### src/rtl/am_pkg.sv
// Shared types and helpers for the AM envelope demodulator: FSM encoding,
// sample/index widths, offset-binary conversion and 12-bit saturation.
package am_pkg;

  localparam int SAMP_W = 12;
  localparam int INDX_W = 8;

  typedef enum logic [1:0] {
    S_ACC,
    S_DIV,
    S_OUT
  } state_t;

  // Offset binary (0x800 = zero) to two's complement: flip the MSB.
  function automatic logic signed [SAMP_W-1:0] ob_to_signed(input logic [SAMP_W-1:0] x);
    return {~x[SAMP_W-1], x[SAMP_W-2:0]};
  endfunction

  function automatic logic [SAMP_W-1:0] sat12(input logic signed [SAMP_W:0] x);
    if (x > 13'sd2047) begin
      return 12'h7FF;
    end else if (x < -13'sd2048) begin
      return 12'h800;
    end else begin
      return x[SAMP_W-1:0];
    end
  endfunction

endpackage

### src/rtl/div_restoring.sv
// Restoring divider, 20-bit / 12-bit -> 9-bit quotient, one quotient bit per clk.
// The caller guarantees num < den*512, so only the top 9 alignment steps are needed.
module div_restoring (
  input  logic        clk,
  input  logic        rst,
  input  logic        start,
  input  logic [19:0] num,
  input  logic [11:0] den,
  output logic        busy,
  output logic        done,
  output logic [8:0]  quo
);

  logic [19:0] rem;
  logic [19:0] dsh;
  logic [3:0]  it;

  always_ff @(posedge clk or negedge rst) begin
    if (!rst) begin
      busy <= 1'b0;
      done <= 1'b0;
      quo  <= '0;
      rem  <= '0;
      dsh  <= '0;
      it   <= '0;
    end else begin
      done <= 1'b0;
      if (start && !busy) begin
        rem  <= num;
        dsh  <= {den, 8'h00};
        quo  <= '0;
        it   <= 4'd8;
        busy <= 1'b1;
      end else if (busy) begin
        if (rem >= dsh) begin
          rem <= rem - dsh;
          quo <= {quo[7:0], 1'b1};
        end else begin
          quo <= {quo[7:0], 1'b0};
        end
        dsh <= dsh >> 1;
        if (it == 4'd0) begin
          busy <= 1'b0;
          done <= 1'b1;
        end else begin
          it <= it - 4'd1;
        end
      end
    end
  end

endmodule

### src/rtl/am_env_demod.sv
// AM envelope demodulator: rectify, peak-track with exponential decay, remove
// the carrier DC, and measure the modulation index once per window.
module am_env_demod
  import am_pkg::*;
#(
  parameter int WIN_LEN  = 1024,
  parameter int DECAY_SH = 6,
  parameter int DC_SH    = 10,
  parameter int FRAC     = 8
) (
  input  logic              clk,
  input  logic              rst,
  input  logic              pls,
  input  logic [SAMP_W-1:0] mod_in,
  output logic [SAMP_W-1:0] env_out,
  output logic              env_vld,
  output logic [INDX_W-1:0] indx_meas,
  output logic              meas_vld
);

  localparam int ENV_W = 11 + FRAC;
  localparam int CNT_W = $clog2(WIN_LEN);

  logic              run;
  logic              en2, en3, en4;
  logic [10:0]       a;
  logic [ENV_W-1:0]  env, dc;
  logic [CNT_W-1:0]  cnt;
  logic [10:0]       wmax, wmin;
  logic              close;
  logic [19:0]       num;
  logic [11:0]       den;
  state_t            state;
  logic              div_start, div_busy, div_done;
  logic [8:0]        div_q, q;

  // Stage 1: rectify; |-2048| does not fit 11 bits and clamps to 2047.
  logic [SAMP_W-1:0] s, mag;
  logic [10:0]       a_next;
  assign s      = ob_to_signed(mod_in);
  assign mag    = s[SAMP_W-1] ? (~s + 12'd1) : s;
  assign a_next = mag[11] ? 11'h7FF : mag[10:0];

  // Stage 2: instant attack, exponential decay.
  logic [10:0]      env_int, env_next_int, dc_int;
  logic [ENV_W-1:0] env_next;
  assign env_int      = env[ENV_W-1:FRAC];
  assign env_next     = (a > env_int) ? {a, {FRAC{1'b0}}} : env - (env >> DECAY_SH);
  assign env_next_int = env_next[ENV_W-1:FRAC];
  assign dc_int       = dc[ENV_W-1:FRAC];

  logic        first, last;
  logic [10:0] wmax_n, wmin_n;
  assign first  = (cnt == '0);
  assign last   = (cnt == CNT_W'(WIN_LEN - 1));
  assign wmax_n = (first || env_next_int > wmax) ? env_next_int : wmax;
  assign wmin_n = (first || env_next_int < wmin) ? env_next_int : wmin;

  // Stage 3: slow DC tracker; the truncated add wraps correctly for negative steps.
  logic signed [ENV_W:0] dc_diff, dc_step;
  logic signed [SAMP_W:0] out_diff;
  assign dc_diff  = $signed({1'b0, env}) - $signed({1'b0, dc});
  assign dc_step  = dc_diff >>> DC_SH;
  assign out_diff = $signed({2'b00, env_int}) - $signed({2'b00, dc_int});

  always_ff @(posedge clk or negedge rst) begin
    if (!rst) begin
      run     <= 1'b0;
      en2     <= 1'b0;
      en3     <= 1'b0;
      en4     <= 1'b0;
      a       <= '0;
      env     <= '0;
      dc      <= '0;
      env_out <= '0;
      env_vld <= 1'b0;
      cnt     <= '0;
      wmax    <= '0;
      wmin    <= '0;
      close   <= 1'b0;
      num     <= '0;
      den     <= '0;
    end else begin
      // A strobe on the first clk after reset release is dropped.
      run     <= 1'b1;
      en2     <= pls & run;
      en3     <= en2;
      en4     <= en3;
      env_vld <= en4;
      close   <= 1'b0;
      if (pls && run) a <= a_next;
      if (en2) begin
        env  <= env_next;
        wmax <= wmax_n;
        wmin <= wmin_n;
        cnt  <= last ? '0 : cnt + CNT_W'(1);
        if (last) begin
          close <= 1'b1;
          num   <= {1'b0, wmax_n - wmin_n, 8'h00};
          den   <= {1'b0, wmax_n} + {1'b0, wmin_n};
        end
      end
      if (en3) dc <= dc + dc_step[ENV_W-1:0];
      if (en4) env_out <= sat12(out_diff);
    end
  end

  always_ff @(posedge clk or negedge rst) begin
    if (!rst) begin
      state     <= S_ACC;
      div_start <= 1'b0;
      q         <= '0;
      indx_meas <= '0;
      meas_vld  <= 1'b0;
    end else begin
      div_start <= 1'b0;
      meas_vld  <= 1'b0;
      case (state)
        S_ACC: if (close) begin
          state     <= S_DIV;
          div_start <= (den != 12'd0) && !div_busy;
        end
        S_DIV: if (den == 12'd0) begin
          q     <= '0;
          state <= S_OUT;
        end else if (div_done) begin
          q     <= div_q;
          state <= S_OUT;
        end
        S_OUT: begin
          indx_meas <= (q > 9'd255) ? 8'hFF : q[7:0];
          meas_vld  <= 1'b1;
          state     <= S_ACC;
        end
        default: state <= S_ACC;
      endcase
    end
  end

  div_restoring u_div (
    .clk   (clk),
    .rst   (rst),
    .start (div_start),
    .num   (num),
    .den   (den),
    .busy  (div_busy),
    .done  (div_done),
    .quo   (div_q)
  );

endmodule

### config.mk
export PLATFORM = sky130hd
export DESIGN_NAME = am_env_demod
export DESIGN_NICKNAME = d
export VERILOG_FILES = /design/src/rtl/am_pkg.sv /design/src/rtl/div_restoring.sv /design/src/rtl/am_env_demod.sv
export SDC_FILE = /design/constraint.sdc
export NUM_CORES = 1
export LEC_CHECK = 0
export CORE_ASPECT_RATIO = 0.75
export CORE_UTILIZATION = 30
export CTS_BUF_LIST = sky130_fd_sc_hd__clkbuf_4 sky130_fd_sc_hd__clkbuf_8
export DETAILED_ROUTE_END_ITERATION = 8
export SLEW_MARGIN = 10
export SYNTH_ARGS = -nofsm -noshare
export SYNTH_HDL_FRONTEND = slang
export SYNTH_SLANG_ARGS = --single-unit
### constraint.sdc
create_clock -name clk -period 6.8 [get_ports clk]
set_input_delay 0.68 -clock clk [delete_from_list [all_inputs] [get_ports clk]]
set_output_delay 0.68 -clock clk [all_outputs]
set_load 0.03 [all_outputs]
==> metrics.md, run 1 <==
| Metric | Value |
|---|---|
| Hpwl dp | 23.2 mm |
| Max FO, Critical Path | 6 |
| Total CTS buffers | 17 |
| Post-synth ARST share | 100% |
| Register area share after synthesis | 37.5% |
| GRT overflow | 0 |
| Fin. Hold Viols | 0 |
| Post-synth top area cell | dfrtp_1 |
| Status | finished, final reports clean |
| CP max-delay cell | ha_1 |
| Primary FF master, synth | dfrtp_1 |
| Synth Area in XOR/XNOR | 6.25% |
| Ys Warns | 0 |
| Final number of setup-violating endpoints | 0 |
| Clk slew on worst S/H paths | 110 ps |
| Core area | 43,300 um2 |
| Share of layout cells above drive strength 1 | under 10% |
| # rows | 66 |
| CP endpoint kind | flip-flop |
| Vias in the first global route | 9,766 |
| Clk buf depth | 2 |
| Most common cell in the netlist | dfrtp_1 |
| GRT Resource Usage Total | roughly 14% |
| Tightest Hold Check Type | input port to async pin |
| Slew margin rel. | 36.8% |
| Post-Synth Adder-Cell Area | between 10 and 15% |
| Io pins | 37 |
| # H-tree levels | 4 |
| Chip Width | 244 um |
| DRT Wirelength | 30.8 mm |
| Post-synthesis mux area share | 6.36% |
| Routability cong. | 0.875 |
| Tmin final | 6470 ps |
| Nets | 1,616 |
| Drc violations | 0 |
| Type of origin of the critical path | flip-flop |
| Largest family of logic cells by synthesized area | compound AO/OA/AOI/OAI gates |
| Worst Setup SP | env[6] |
| RSZ-0062 raised after global routing | true |
| Final cell count without fillers | about 2,000 |
| Synthesized area | between 10,000 and 15,000 um2 |
| Cts hold-fix bufs | 0 |
| Maxcap violations | 0 |
| Top post-synthesis cells by count | dfrtp_1, inv_1, ha_1 |
| Setup TNS | 0 ps |
| Clock Latency Late Sink | 510 ps |
| Synthesized area per cell | 9.16 um2 |
| Post-DRT Antenna Nets | 0 |
| Synth area leaders | dfrtp_1, ha_1, o21ai_0 |
| CTS tree | yes |
| Complex-gate fraction of the synthesized area | 18.4% |
| Post-Place Setup Slack | 74.2 ps |
| Post-synthesis simple-gate area fraction | 13.3% |
| Crit share post-route | 95.2% |
| Initial antenna violation count | 0 |
| Pre-Repair DR Iteration Count | 5 |
| Area share of the largest cell type after synthesis | 37.5% |
| Setup CP Type | flip-flop to flip-flop |
| Port Buffers | 36 |
| DIE HEIGHT | 183 um |
| Slew Viols, Final | 0 |
| Worst slew pin tran | 947 ps |
| Drt via density | between 4 and 5 |
| Starting density of the core | 30.4% |
| Root Driver | clkbuf_8 |
| First-pass GRT wire length | 51.2 mm |
| Drt initial violations | 653 |
| Drt wl/cell | 15.0 um |
| Fmax | 0.154 GHz |
| Total clock sinks | between 150 and 200 |
| Worst EP arrival | 6860 ps |
| Inst Count DP | 2,025 |
| Setup Skew | 14.7 ps |
| Filler cells | 4,443 |
| Vias after detailed routing | 10,200 |
| Area of the die | approximately 45,000 um2 |
| WP data required | slightly above 7000 ps |
| Synthesis-to-finish area growth | 11.9% |
| Delay of the slowest critical-path stage | 460 ps |
| Pin count of the biggest net entering global routing | 87 |
| Yosys reg bits | 197 |
| Post-synth EDFFs | 0 |
| R2R Path Start | env[6] |
| Syn Inst Count | 1,436 |
| Post-synth net total | 1,583 |
| Unique masters post-synth | between 70 and 80 |
| Most Frequent Cell on Critical Path | a21oi_1 |
| Number of diodes | 0 |
| Worst Slack Setup Final | 327 ps |
==> layer usage <==
metal / share of wire (%) / track usage [%]
met5: 0 / 0
met4: 0.94 / 3.88
met3: 4.1 / 2.33
met2: 41 / 19.8
met1: 54 / 22.3
==> worst max-delay path: cells and delay by family, from the launching register on <==
family / cells / cell delay [ps]
fa+ha+maj: 4 / 1440
mux: 2 / 560
flops: 1 / 420
xor+xnor: 2 / 190
buf+inv: 1 / 90
compound gates: 17 / 3100
simple gates: 4 / 560
==> through the flow <==
| stage | hold WS, ps | cell area (um2) | util, % |
|---|---|---|---|
| detailed placement | 462 | 14200 | 32.9 |
| floorplan | 352 | 13100 | - |
| global placement | 458 | 14200 | 32.9 |
| CTS | 226 | 14600 | 33.8 |
| global route | 273 | 14700 | 34.0 |
| finish | 223 | 14700 | 34.0 |
==> registers in the layout (all words and copies together) (netlist names), 10 cells and up <==
name       flops
wmax          11
cnt           10
den           12
dc            19
env_out       12
u_div.dsh     20
wmin          11
num           10
a             11
env           19
u_div.rem     20
==> layout by cell type (no fill, tap or decap), types with 23 or more instances in the layout <==
cell             instances
nor2_1                  80
mux2i_1                 34
clkdlybuf4s50_1         35
ha_1                   126
inv_1                  129
nand3_1                 41
dfrtp_1                195
o21ai_0                119
xnor2_1                 69
mux2_2                  44
buf_4                   28
nand2_1                124
a21oi_1                 99
xor2_1                  23
a21o_1                  35
==> cell type report <==
| cell class | instances | area [um2] | share of cell area (%) |
|---|---|---|---|
| Inverter | 131 | 492 | 3.34 |
| Timing Repair Buffer | 64 | 574 | 3.90 |
| Clock buffer | 19 | 255 | 1.73 |
| Tap cell | 578 | 723 | 4.91 |
| Sequential cell | 197 | 4930 | 33.5 |
| Multi-Input combinational cell | 1058 | 7580 | 51.5 |
| Clock inverter | 13 | 154 | 1.05 |
==> repair_timing <==
item                                    CTS  global route
endpoints found under the setup margin    0             9
resized for setup                         0            16
buffers inserted                          0             3
==> logic make-up after synthesis <==
kind of cell             Yosys count
AO/OA/AOI/OAI                    388
AND/OR/NAND/NOR                  366
flip-flops                       197
buffers and inverters            181
adder cells (fa/ha/maj)          132
XOR/XNOR                          93
multiplexers                      78
other                              1
==> final timing paths <==
kind,end,slack (ps),cells after the start
setup / recovery,num[18],330,30
hold / removal,u_div.rem[8],220,1
setup reg to reg,num[18],330,30
hold reg to reg,u_div.dsh[1],490,2
max in group asynchronous,env[7],5260,2
min in group clk,u_div.dsh[1],490,2
Power of run 1 is left out: the tool's default activity adds up to more than one toggle a clock period on the data nets, which glitch-free logic cannot reach.
==> inputs of run 2 (changes only) <==
--- a/config.mk
+++ b/config.mk
@@ -12,4 +12,5 @@
 export SLEW_MARGIN = 10
 export SYNTH_ARGS = -nofsm -noshare
 export SYNTH_HDL_FRONTEND = slang
+export SYNTH_HIERARCHICAL = 1
 export SYNTH_SLANG_ARGS = --single-unit
==> run 2 against run 1 <==
Net effect:
- the run now ends with DRC left
- global-route usage increased by 0.38 points
- largest cell class unchanged
- via count increased by 7.4%
- cell area increased by 3.2%
- setup slack improved by 34 ps
- sequential share of layout area decreased by 1.0 points
- area after synthesis increased by 2.5%
- hold slack got worse by 16 ps
==> metrics.md, run 2 <==
| Metric | Value |
|---|---|
| Status | finished with violations |
| Failing checks | DRC |
| Drt via density | 5.07 (+2.7%) |
| Hpwl dp | 24.0 mm (+3.2%) |
| Core area | 43,800 um2 (+1.3%) |
| Top flop regs | u_div/dsh: 20 flops, u_div/rem: 20 flops |
| Crit share post-route | 94.7% (-0.50 points) |
| Post-synth ARST share | 100% (unchanged) |
| Slew margin rel. | 24.0% (-13 points) |
| Nets | 1,711 (+5.9%) |
| Setup CP Type | flip-flop to flip-flop |
| Post-synth top area cell | dfrtp_1 |
| GRT Resource Usage Total | 14.7% (+0.38 points) |
| Number of diodes | 0 (unchanged) |
| Ys Warns | 6 (+6) |
| Maxcap violations | 0 (unchanged) |
| CP max-delay cell | fa_1 |
| Most frequent cells in the layout | dfrtp_1, nand2_1, inv_1, o21ai_0, ha_1 |
| Root Driver | clkbuf_8 |
| Port Buffers | 36 (unchanged) |
| Total CTS buffers | 17 (unchanged) |
| R2R Path Start | env[12] |
| Delay of the slowest critical-path stage | 460 ps (about the same) |
| Io pins | 37 (unchanged) |
| Setup Skew | 22.4 ps (+7.70 ps) |
| GRT overflow | 0 (unchanged) |
| Synthesized area per cell | 8.84 um2 (-3.4%) |
| Yosys reg bits | 197 (unchanged) |
| Slew Viols, Final | 0 (unchanged) |
| Type of origin of the critical path | flip-flop |
| Fmax | 0.155 GHz (+0.53%) |
| Starting density of the core | 30.7% (+0.35 points) |
| Cts hold-fix bufs | 0 (unchanged) |
| Area of the die | 45,800 um2 (+2.5%) |
| Clk buf depth | 2 (unchanged) |
| First-pass GRT wire length | 53.8 mm (+5.1%) |
| Most common cell in the netlist | dfrtp_1 |
| Clk slew on worst S/H paths | 120 ps (about the same) |
| Share of layout cells above drive strength 1 | 10.2% (+0.63 points) |
| Routability cong. | 0.882 (+0.85%) |
| Vias after detailed routing | 10,900 (+7.4%) |
| Worst Slack Setup Final | 360 ps (+33.9 ps) |
| WP data required | 7200 ps (about the same) |
| Drc violations | 4 (+4) |
| Synthesized area | 13,500 um2 (+2.5%) |
| Initial antenna violation count | 0 (unchanged) |
| Worst slew pin tran | 1140 ps (+192 ps) |
| Primary FF master, synth | dfrtp_1 |
| Commonest non-fill, non-tap cell in the layout | dfrtp_1 |
| Top post-synthesis cells by count | dfrtp_1, nand2_1, o21ai_0 |
| Unique masters post-synth | 78 (+5.4%) |
| Area share of the largest cell type after synthesis | 36.6% (-0.91 points) |
| Final number of setup-violating endpoints | 0 (unchanged) |
| Total clock sinks | 197 (unchanged) |
| Register area share after synthesis | 36.6% (-0.91 points) |
| Fin. Hold Viols | 0 (unchanged) |
| Max FO, Critical Path | 6 (unchanged) |
| # H-tree levels | 4 (unchanged) |
| Syn Inst Count | 1,524 (+6.1%) |
| Worst EP arrival | 6840 ps (-20 ps) |
| Vias in the first global route | 10,400 (+6.8%) |
| # rows | 66 (unchanged) |
| Drt initial violations | 820 (+26%) |
| Pre-Repair DR Iteration Count | 7 (+2) |
| Post-Place Setup Slack | 7.24 ps (-67.0 ps) |
| Post-DRT Antenna Nets | 0 (unchanged) |
| Clock Latency Late Sink | 530 ps (+20 ps) |
| Synth area leaders | dfrtp_1, ha_1, o21ai_0 |
| Post-synth EDFFs | 0 (unchanged) |
| CTS tree | yes |
| Pin count of the biggest net entering global routing | 110 (+26%) |
| DIE HEIGHT | 186 um (+1.2%) |
| Tmin final | 6440 ps (-33.9 ps) |
| Chip Width | 247 um (+1.2%) |
| CP endpoint kind | flip-flop |
| Worst Setup SP | env[12] |
| Tightest Hold Check Type | input port to async pin |
| Drt wl/cell | 15.2 um (+1.7%) |
| Synthesis-to-finish area growth | 12.7% |
| DRT Wirelength | 32.8 mm (+6.3%) |
run 2: path summary, 6_finish.rpt:
check,end,slack [ps],depth (start not counted)
worst min-delay path,cnt[3],210,1
worst min register to register,indx_meas[3],490,2
worst max register to register,num[18],360,30
min in group clk,indx_meas[3],490,2
max in group asynchronous,q[1],5530,2
worst max-delay path,num[18],360,30
run 2: area by class of cell:
class                   count  area [um2]
clock buffers              17         234
clock inverters            15         201
fillers                  4443       28700
inverters                 139         522
multi-input cells        1140        7950
flip-flops and latches    197        4930
well taps                 578         723
repair buffers             69         628
run 2: kinds of logic after synthesis:
group | Yosys count | share of synthesized area (%)
AOI/OAI and AO/OA | 436 | 20.1
and+or+nand+nor | 418 | 14.6
DFF | 197 | 36.6
buffers and inverters | 195 | 5.88
adders and majority gates | 132 | 12.6
xor gates and xnor gates | 93 | 6.04
muxes | 51 | 4.09
other | 2 | 0.0557
run 2: layer usage:
layer  global-route usage [%]  part of all wire [%]  wire (um)  vias up
met2                     21.4                    41      13600      204
met5                        0                     0          0        -
met3                     2.64                   4.2       1380       30
li1                         -                     -          -     5418
met4                     3.60                   1.1        346        0
met1                     22.0                    53      17500     5278
run 2: metrics by stage:
stage               util (%)  instance area (um2)  hold slack [ps]  std cells  setup TNS [ps]
floorplan                  -                13500              352       1532               0
global placement        33.1                14500              456       2116               0
detailed placement      33.1                14500              469       2116               0
CTS                     34.1                15000              214       2148               0
global route            34.6                15200              260       2155           -52.2
finish                  34.6                15200              207       2155               0
run 2: what timing repair did:
item | CTS | global route
pin swaps | 0 | 16
setup endpoints to repair | 3 | 13
hold endpoints to repair | 0 | 0
resized for setup | 1 | 45
buffers inserted | 0 | 7
run 2: critical path, delay by kind of cell (launching register included):
kind            cells  cell delay [ps]
compound gates     16             2580
simple gates        6             1220
fa+ha+maj           3             1130
flops               1              440
mux                 1              360
buf+inv             2              330
xor+xnor            2              270
Power of run 2 is left out for the same reason.
==> inputs of run 3 (changes only) <==
--- a/config.mk
+++ b/config.mk
@@ -5,6 +5,8 @@
 export SDC_FILE = /design/constraint.sdc
 export NUM_CORES = 1
 export LEC_CHECK = 0
+export ABC_AREA = 1
+export ABC_CLOCK_PERIOD_IN_PS = 7300
 export CORE_ASPECT_RATIO = 0.75
 export CORE_UTILIZATION = 30
 export CTS_BUF_LIST = sky130_fd_sc_hd__clkbuf_4 sky130_fd_sc_hd__clkbuf_8
==> constraint.sdc (replaced) <==
create_clock -name clk -period 7.3 [get_ports clk]
set_input_delay 0.73 -clock clk [delete_from_list [all_inputs] [get_ports clk]]
set_output_delay 0.73 -clock clk [all_outputs]
set_load 0.03 [all_outputs]
==> run 3 against run 2 <==
Net effect:
- the flow now finishes without violations
- register-to-register slack gained 420 ps
- sequential cell count stayed put
- highest routed layer unchanged
- setup slack improved by 420 ps
- global-route usage is 0.44 points higher
- core utilization shrank 0.96 points
- routed wire length up 4.1%
- clock skew is 4.3 ps lower
- cell area is 0.56% lower
==> metrics.md, run 3 <==
| Metric | Value |
|---|---|
| Total clock sinks | 197 (unchanged) |
| Synthesized area per cell | 7.36 um2 (-17%) |
| Filler cells | 4,699 (+5.8%) |
| # H-tree levels | 4 (unchanged) |
| GRT Resource Usage Total | 15.1% (+0.44 points) |
| Post-synth EDFFs | 0 (unchanged) |
| Post-synth top area cell | dfrtp_1 |
| Slew Viols, Final | 0 (unchanged) |
| CP max-delay cell | o21ai_0 |
| Vias after detailed routing | 11,900 (+8.8%) |
| Most common cell in the netlist | nand2_1 |
| Hpwl dp | 25.9 mm (+8.0%) |
| Sequential cell area | 4930 um2 (about the same) |
| Unique masters post-synth | 54 (-31%) |
| Register area share after synthesis | 36.0% (-0.57 points) |
| Top post-synthesis cells by count | nand2_1, inv_1, dfrtp_1 |
| Area share of the largest cell type after synthesis | 36.0% (-0.57 points) |
| Drc violations | 0 (-4) |
| Fin. Hold Viols | 0 (unchanged) |
| Cts hold-fix bufs | 0 (unchanged) |
| Initial antenna violation count | 0 (unchanged) |
| DIE HEIGHT | 187 um (+0.78%) |
| Setup CP Type | flip-flop to flip-flop |
| Status | finished, final reports clean |
| Final number of setup-violating endpoints | 0 (unchanged) |
| Buffer count from post-CTS setup fixing | 0 (unchanged) |
| First-pass GRT wire length | 57.8 mm (+7.4%) |
| Type of origin of the critical path | flip-flop |
| Commonest non-fill, non-tap cell in the layout | nand2_1 |
| Primary FF master, synth | dfrtp_1 |
| Tmin final | 6520 ps (+83.3 ps) |
| GRT overflow | 0 (unchanged) |
| Setup Skew | 18.1 ps (-4.30 ps) |
| Maxcap violations | 0 (unchanged) |
| Pre-Repair DR Iteration Count | 8 (+1) |
| Delay of the slowest critical-path stage | 580 ps (+120 ps) |
| Most Frequent Cell on Critical Path | nor2_1 |
| Worst slew pin tran | 1110 ps (-29.8 ps) |
| Tightest Hold Check Type | input port to async pin |
| Max FO, Critical Path | 9 (+3) |
| Synthesis-to-finish area growth | 10.3% |
| Share of layout cells above drive strength 1 | 4.53% (-5.7 points) |
| Total CTS buffers | 17 (unchanged) |
| Final core utilization | 33.7% (-0.96 points) |
| Vias in the first global route | 11,300 (+8.7%) |
| Clk slew on worst S/H paths | 120 ps (about the same) |
| Drt via density | 4.78 (-5.8%) |
| Chip Width | 249 um (+0.79%) |
| Post-CTS Resized | 0 (-1) |
| Drt initial violations | 913 (+11%) |
| Nets | 2,034 (+19%) |
| Worst EP arrival | 6890 ps (+50 ps) |
| Clk buf depth | 2 (unchanged) |
| Fmax | 0.153 GHz (-1.3%) |
| Starting density of the core | 30.5% (-0.21 points) |
| Yosys reg bits | 197 (unchanged) |
| RSZ-0062 raised after global routing | false |
| Drt wl/cell | 13.7 um (-9.8%) |
| Top flop regs | u_div/dsh: 20 flops, u_div/rem: 20 flops |
| Area of the die | 46,500 um2 (+1.6%) |
| Multi-input logic area | 7620 um2 (-4.0%) |
| Core area | 44,800 um2 (+2.3%) |
| Ys Warns | 6 (unchanged) |
| DRT Wirelength | 34.1 mm (+4.1%) |
| WP data required | 7670 ps (+470 ps) |
| Synthesized area | 13,700 um2 (+1.6%) |
| CTS tree | yes |
| Pin count of the biggest net entering global routing | 76 (-31%) |
| Port Buffers | 36 (unchanged) |
| Synth area leaders | dfrtp_1, nand2_1, ha_1 |
| Syn Inst Count | 1,861 (+22%) |
| Io pins | 37 (unchanged) |
| Root Driver | clkbuf_8 |
| CP endpoint kind | flip-flop |
| Slew margin rel. | 25.9% (+1.9 points) |
| Most frequent cells in the layout | nand2_1, inv_1, dfrtp_1 |
| Post-synth ARST share | 100% (unchanged) |
| Post-DRT Antenna Nets | 0 (unchanged) |
| Routability cong. | 0.894 (+1.3%) |
| # rows | 67 (+1.5%) |
| Crit share post-route | 89.4% (-5.3 points) |
| Clock Latency Late Sink | 520 ps (about the same) |
| Setup TNS | 0 ps (unchanged) |
## run 3: cell count changes after synthesis, sizes merged, moves of 19 or more
cell and change:
nand3 +69, mux2i -19, a21o -30, xnor2 -49, mux2 -32, nand2 +369, nor2 +27, inv +115
## run 3: area by class of cell
class,instances,share of cell area [%]
clock buffer,17,1.55
tap,586,4.86
timing repair buffer,46,2.91
clock inverter,15,1.11
sequential,197,32.6
multi-input combinational,1367,50.5
antenna,1,0.0166
inverter,258,6.43
## run 3: worst max-delay path, delay by kind of cell, from the launching register on
| family | cells | cell delay, ps |
|---|---|---|
| AO/OA/AOI/OAI | 9 | 1900 |
| XOR/XNOR | 1 | 140 |
| adder cells (fa/ha/maj) | 4 | 1320 |
| buffers and inverters | 6 | 560 |
| flip-flops | 1 | 380 |
| AND/OR/NAND/NOR | 20 | 2090 |
## run 3: cells by family (layout without fill, tap and decap cells)
family / Yosys count / after routing / share of synthesized area [%]
flops: 197 / 197 / 36.0
fa+ha+maj: 132 / 132 / 12.4
other cells: 2 / 11 / 0.0549
compound gates: 353 / 353 / 14.6
xor+xnor: 56 / 56 / 3.58
simple gates: 816 / 816 / 24.9
buf+inv: 305 / 336 / 8.53
## run 3: layer usage
layer | part of all wire, % | global-route usage [%] | up-vias
met5 | 0 | 0 | -
met4 | 0.62 | 2.56 | 0
met3 | 4.1 | 2.73 | 18
met2 | 40 | 21.8 | 215
met1 | 55 | 23.3 | 5516
li1 | - | - | 6139
## run 3: stage by stage
step           setup WS [ps]  cell area (um2)  instances  hold WS [ps]
2_1_floorplan           1620            13700       1869           352
3_3_place_gp             990            14700       2454           442
3_5_place_dp             839            14700       2454           452
4_1_cts                  786            15100       2486           209
5_1_grt                 76.7            15100       2486           228
6_report                 777            15100       2487           213
## run 3: final timing paths
check / startpoint / cells past startpoint / slack [ps] / to
setup / recovery: env[0] / 40 / 780 / num[18]
hold / removal: rst / 1 / 210 / u_div/dsh[3]
setup reg to reg: env[0] / 40 / 780 / num[18]
hold reg to reg: u_div/done / 1 / 460 / state[0]
max in group asynchronous: rst / 2 / 5750 / env_out[0]
min in group clk: u_div/done / 1 / 460 / state[0]
Power of run 3 is left out for the same reason.
